===== config.mk =====
export PLATFORM = sky130hd
export DESIGN_NAME = hazard_unit
export DESIGN_NICKNAME = d
export VERILOG_FILES = /design/src/rtl/hazard_unit_pkg.sv /design/src/rtl/hazard_unit_mdu_sequencer.sv /design/src/rtl/hazard_unit.sv
export SDC_FILE = /design/constraint.sdc
export NUM_CORES = 1
export LEC_CHECK = 0
export CAP_MARGIN = 10
export CORE_AREA = 10 10 61 63
export DETAILED_ROUTE_END_ITERATION = 12
export DIE_AREA = 0 0 71 73
export DONT_BUFFER_PORTS = 1
export PLACE_DENSITY = 0.59
export SYNTH_ARGS = -nofsm -noshare
export SYNTH_HDL_FRONTEND = slang
export SYNTH_SLANG_ARGS = --single-unit

===== constraint.sdc =====
create_clock -name clk -period 2.01 [get_ports clk]
set_input_delay 0.201 -clock clk [delete_from_list [all_inputs] [get_ports clk]]
set_output_delay 0.201 -clock clk [all_outputs]
set_load 0.02 [all_outputs]

===== src/rtl/hazard_unit_pkg.sv =====
// Shared types for the decode-stage hazard unit: register-bus width,
// EX-stage result-source codes and MDU sequencer state encodings.
package hazard_unit_pkg;

  localparam int unsigned PREG_W = 6;

  typedef enum logic [1:0] {
    EX_ALU = 2'd0,
    EX_MEM = 2'd1,
    EX_MDU = 2'd2,
    EX_CSR = 2'd3
  } ex_src_e;

  typedef enum logic [1:0] {
    MDU_IDLE = 2'd0,
    MDU_BUSY = 2'd1,
    MDU_DONE = 2'd2
  } mdu_state_e;

endpackage


===== src/rtl/hazard_unit_mdu_sequencer.sv =====
// MDU sequencer: IDLE/BUSY/DONE FSM, non-wrapping countdown, in-flight destination
// register and registered busy/done strobes.
module hazard_unit_mdu_sequencer
  import hazard_unit_pkg::*;
#(
  parameter int unsigned MDU_LATENCY = 32,
  parameter int unsigned CNT_WIDTH   = 6
) (
  input  logic              clk,
  input  logic              rst_n,
  input  logic              start_i,
  input  logic [PREG_W-1:0] dest_i,
  output logic              busy_o,
  output logic              done_o,
  output logic [PREG_W-1:0] dest_addr_o
);

  // BUSY spans MDU_LATENCY-1 cycles, so done lands MDU_LATENCY cycles after start.
  localparam logic [CNT_WIDTH-1:0] RELOAD = CNT_WIDTH'(MDU_LATENCY - 2);

  mdu_state_e          state_q;
  logic [CNT_WIDTH-1:0] cnt_q;
  logic [PREG_W-1:0]    dest_q;
  logic                 busy_q;
  logic                 done_q;

  // NOTE: sequential state uses non-blocking assignments only, so every register
  // samples the pre-edge value of every other register regardless of statement order.
  always_ff @(posedge clk or negedge rst_n) begin
    if (!rst_n) begin
      state_q <= MDU_IDLE;
      cnt_q   <= '0;
      dest_q  <= '0;
      busy_q  <= 1'b0;
      done_q  <= 1'b0;
    end else begin
      case (state_q)
        MDU_BUSY: begin
          if (cnt_q == '0) begin
            state_q <= MDU_DONE;
            busy_q  <= 1'b0;
            done_q  <= 1'b1;
          end else begin
            cnt_q <= cnt_q - CNT_WIDTH'(1);
          end
        end
        default: begin
          // IDLE and DONE both accept a launch; DONE otherwise falls back to IDLE.
          if (start_i) begin
            state_q <= MDU_BUSY;
            cnt_q   <= RELOAD;
            dest_q  <= dest_i;
            busy_q  <= 1'b1;
            done_q  <= 1'b0;
          end else begin
            state_q <= MDU_IDLE;
            busy_q  <= 1'b0;
            done_q  <= 1'b0;
          end
        end
      endcase
    end
  end

  assign busy_o      = busy_q;
  assign done_o      = done_q;
  assign dest_addr_o = dest_q;

endmodule


===== src/rtl/hazard_unit.sv =====
// Decode-stage interlock: load-use and MDU RAW/WAW/structural stalls plus MDU launch.
// Define HAZARD_PERF_EN to add the saturating stall_cycles counter port.
module hazard_unit
  import hazard_unit_pkg::*;
#(
  parameter int unsigned MDU_LATENCY = 32,
  parameter int unsigned CNT_WIDTH   = 6,
  parameter int unsigned PERF_WIDTH  = 32
) (
  input  logic              clk,
  input  logic              rst_n,
  input  logic              flush,
  input  logic              dec_valid,
  input  logic              dec_rs_enable,
  input  logic [PREG_W-1:0] dec_prs_addr,
  input  logic              dec_rt_enable,
  input  logic [PREG_W-1:0] dec_prt_addr,
  input  logic              dec_wb_reg,
  input  logic [PREG_W-1:0] dec_write_addr,
  input  logic              dec_is_mdu,
  input  logic              exec_wb_reg,
  input  logic [1:0]        exec_exec_src,
  input  logic [PREG_W-1:0] exec_write_addr,
  output logic              stall_fetch,
  output logic              stall_dec,
  output logic              bubble_exec,
  output logic              mdu_start,
  output logic              mdu_busy,
  output logic              mdu_done,
  output logic [PREG_W-1:0] mdu_dest_addr
`ifdef HAZARD_PERF_EN
  ,
  output logic [PERF_WIDTH-1:0] stall_cycles
`endif
);

  logic load_use;
  logic mdu_hazard;
  logic stall;

  // A load result is only forwardable from MEM onward, so EX-stage loads must stall.
  assign load_use = exec_wb_reg && (exec_exec_src == EX_MEM) &&
                    ((dec_rs_enable && (dec_prs_addr == exec_write_addr)) ||
                     (dec_rt_enable && (dec_prt_addr == exec_write_addr)));

  // Only BUSY interlocks; in DONE the result is on the bypass network.
  assign mdu_hazard = mdu_busy &&
                      (dec_is_mdu ||
                       (dec_wb_reg    && (dec_write_addr == mdu_dest_addr)) ||
                       (dec_rs_enable && (dec_prs_addr   == mdu_dest_addr)) ||
                       (dec_rt_enable && (dec_prt_addr   == mdu_dest_addr)));

  assign stall       = dec_valid && !flush && (load_use || mdu_hazard);
  assign stall_fetch = stall;
  assign stall_dec   = stall;
  assign bubble_exec = stall;

  assign mdu_start = dec_valid && dec_is_mdu && !stall && !flush && !mdu_busy;

  hazard_unit_mdu_sequencer #(
    .MDU_LATENCY(MDU_LATENCY),
    .CNT_WIDTH  (CNT_WIDTH)
  ) u_mdu_seq (
    .clk        (clk),
    .rst_n      (rst_n),
    .start_i    (mdu_start),
    .dest_i     (dec_write_addr),
    .busy_o     (mdu_busy),
    .done_o     (mdu_done),
    .dest_addr_o(mdu_dest_addr)
  );

`ifdef HAZARD_PERF_EN
  logic [PERF_WIDTH-1:0] stall_cnt_q;
  logic [PERF_WIDTH-1:0] stall_cnt_d;

  // NOTE: the default assignment first keeps this always_comb from inferring a latch.
  always_comb begin
    stall_cnt_d = stall_cnt_q;
    if (stall && !(&stall_cnt_q)) begin
      stall_cnt_d = stall_cnt_q + PERF_WIDTH'(1);
    end
  end

  always_ff @(posedge clk or negedge rst_n) begin
    if (!rst_n) begin
      stall_cnt_q <= '0;
    end else begin
      stall_cnt_q <= stall_cnt_d;
    end
  end

  assign stall_cycles = stall_cnt_q;
`endif

endmodule


==> results of run 1 <==
## power by group
group	switching (mW)	internal, mW
Clock	0.0914	0.110
Sequential	0.265	0.422
Combinational	0.310	0.353
## stage by stage
stage | TNS (ns) | instances | hold slack, ns | util, % | cell area (sq um)
2_1_floorplan | 0 | 101 | -0.09459 | - | 1028
4_1_cts | 0 | 138 | 0.05902 | 43.78 | 1145
5_1_grt | -0.5489 | 138 | 0.04339 | 44.31 | 1159
3_3_place_gp | 0 | 133 | -0.09405 | 41.10 | 1075
6_report | 0 | 138 | 0.06529 | 44.31 | 1159
3_5_place_dp | 0 | 133 | -0.09405 | 41.10 | 1075
## critical path, cell delays in order, from the launching register on
cell     delay [ns]
dfrtp_2        0.50
xnor2_1        0.15
nand4_1        0.12
nor4_2         0.06
o41ai_1        0.37
a21oi_1        0.14
buf_6          0.18
## logic make-up after synthesis
group,after synthesis
xor gates and xnor gates,34
muxes,6
DFF,14
buffers and inverters,6
adders and majority gates,2
AOI/OAI and AO/OA,8
and+or+nand+nor,31
## cell usage after synthesis
master    instances  share of area [%]
xnor2_1          23                 20
dfrtp_1          14                 34
xor2_1           11                9.4
mux2_2            6                6.6
nand4_1           6                3.7
nand2_1           4                1.5
nand2b_1          4                2.4
nor2_1            4                1.5
nor4_1            4                2.4
buf_4             3                2.2
inv_1             3                1.1
nand3_1           3                1.5
a21oi_1           2               0.97
ha_1              2                2.4
a21oi_2           1               0.85
a31oi_4           1                2.1
nand2_4           1                1.1
nor3_1            1               0.49
nor3_2            1               0.97
o22ai_1           1               0.61
o31a_1            1               0.85
o31a_2            1               0.97
o41ai_1           1               0.85
or2_2             1               0.61
or3_1             1               0.61
or3b_1            1               0.85
## registers in the layout (all words and copies together) (netlist names)
name and flops:
u_mdu_seq.state_q 1, u_mdu_seq.dest_addr_o 6, u_mdu_seq.done_o 1, u_mdu_seq.cnt_q 6
## area by class of cell
type / instances / share of cell area [%]
Inverter: 3 / 0.9719
Tap cell: 31 / 3.348
Sequential cell: 14 / 30.78
Timing Repair Buffer: 5 / 3.780
Multi-Input combinational cell: 81 / 57.99
Clock buffer: 4 / 3.132
## worst paths after layout
path / startpoint / endpoint / slack, ns / cells after the start
worst min-delay path: dec_write_addr[4] / u_mdu_seq.dest_addr_o[4] / 0.07 / 1
worst max register to register: u_mdu_seq.cnt_q[0] / u_mdu_seq.cnt_q[4] / 0.26 / 6
worst max-delay path: u_mdu_seq.dest_addr_o[2] / bubble_exec / 0.008 / 6
worst min register to register: u_mdu_seq.cnt_q[1] / u_mdu_seq.cnt_q[1] / 0.55 / 1
min in group asynchronous: rst_n / u_mdu_seq.cnt_q[0] / 0.37 / 1
max in group asynchronous: rst_n / u_mdu_seq.dest_addr_o[2] / 1.20 / 1
## repair_timing
action,CTS,global route
hold buffers,1,0
endpoints found under the hold margin,14,0
pin swaps,0,3
gates resized for setup,8,2
endpoints found under the setup margin,3,4
buffers inserted,0,0
## routing by layer
metal	track usage, %	share of wire (%)	vias up
li1	-	-	360
met1	9.682	38	337
met2	16.62	48	28
met3	5.714	13	2
met4	2.581	0.65	0
met5	0	0	-
## layout by cell type (no fill, tap or decap), types with 2 or more instances in the layout
cell,Yosys,routed
xnor2_1,23,21
xor2_1,11,11
dfrtp_1,14,9
nand4_1,6,6
mux2_2,6,6
dfrtp_2,0,5
nand2_1,4,4
nor2_1,4,4
nand2b_1,4,4
inv_1,3,3
nand3_1,3,3
clkbuf_4,0,3
buf_4,3,3
xnor2_2,0,2
nor4_2,0,2
nor4_1,4,2
a21oi_1,2,2
ha_1,2,2
==> reports/qor.csv, run 1 <==
metric;value;unit
area_delta_synth_final;12.65;%
routedWlPerCell;17.91;um
num_io_pins;47;
coreArea;0.002615;sq mm
seqCellArea;356.6;sq um
clk_latency;0.28;ns
arrival;1.80;ns
rsz0062_at_grt;true;
cts_max_level;1;
postSynthAreaPerCell;10.18;sq um
cts_inserted_buffers;3;
initial_core_util;39.33;%
numClockSinks;14;
wl;2.471;mm
fin_crit;2.002;ns
synth_top_family_by_area;XOR/XNOR gates;
syn_area;0.001028;sq mm
tightest_slew;0.6189;ns
status;completed;
max_freq;499.5;MHz
fp-row-count;19;
synth-xor-area-share;28.95;%
synth.area.mux_share;6.569;%
clk_pin_slew;0.09;ns
vdd_drop_max;0.6768;mV
path_max_fanout;5;
hold_viol_final;0;
yosys_warnings;0;
tritoncts;built;
drive_gt1_share;27.10;%
cp-end-kind;output pin;
synth-seq-area-share;34.06;%
firstDrtPassIters;4;
ys_seq_elements;14;
antennaDiodeCount;0;
crit_required;1.81;ns
grt_util_all_layers;9.636;%
die-height;73;um
synth_fa_ha_area_share;2.433;%
grt_pass1_wl;4.071;mm
p_leak;0.4301;nW
crit_type;reg2out;
syn_nets;138;
synthSimpleGateAreaFrac;17.52;%
power_density;1340;mW/mm^2
multi_input_area;671.9;sq um
gp_congestion;0.8229;
period_share;99.60;%
nets;145;
antenna_found_initial;0;
grt_max_degree;15;
drc_errors;0;
setup_viol;0;
setup_ws;0.008037;ns
nFillCells;265;
fp.dieW;71;um
drt_iter0_drc;71;
die_area;0.005183;sq mm
clockBufferDepth;2;
skew;0.006925;ns
first_global_vias;797;
start_kind;register;
postSynthCellCount;101;
ant_nets;0;
avgViaCountPerCell;5.268;
power.total;1.552;mW
synth_compound_area_share;7.178;%
drv_slew;0;
preCtsSetupSlack;0.2090;ns
relSlewSlack;58.60;%
io_buffers;0;
maxCapViolations;0;
place.detailed.hpwl;2.112;mm
root_buffer;clkbuf_4;
hold_path.class;in2reg;
ys_types;26;
via_count;727;
grt.overflow.total;0;
(Power assumes the default switching activity.)
==> run 2: changes to the inputs <==
Settings changed: SLEW_MARGIN set to 20.
==> results of run 2 <==
Same layout as run 1: the final DEF is identical, and so are final timing and power.
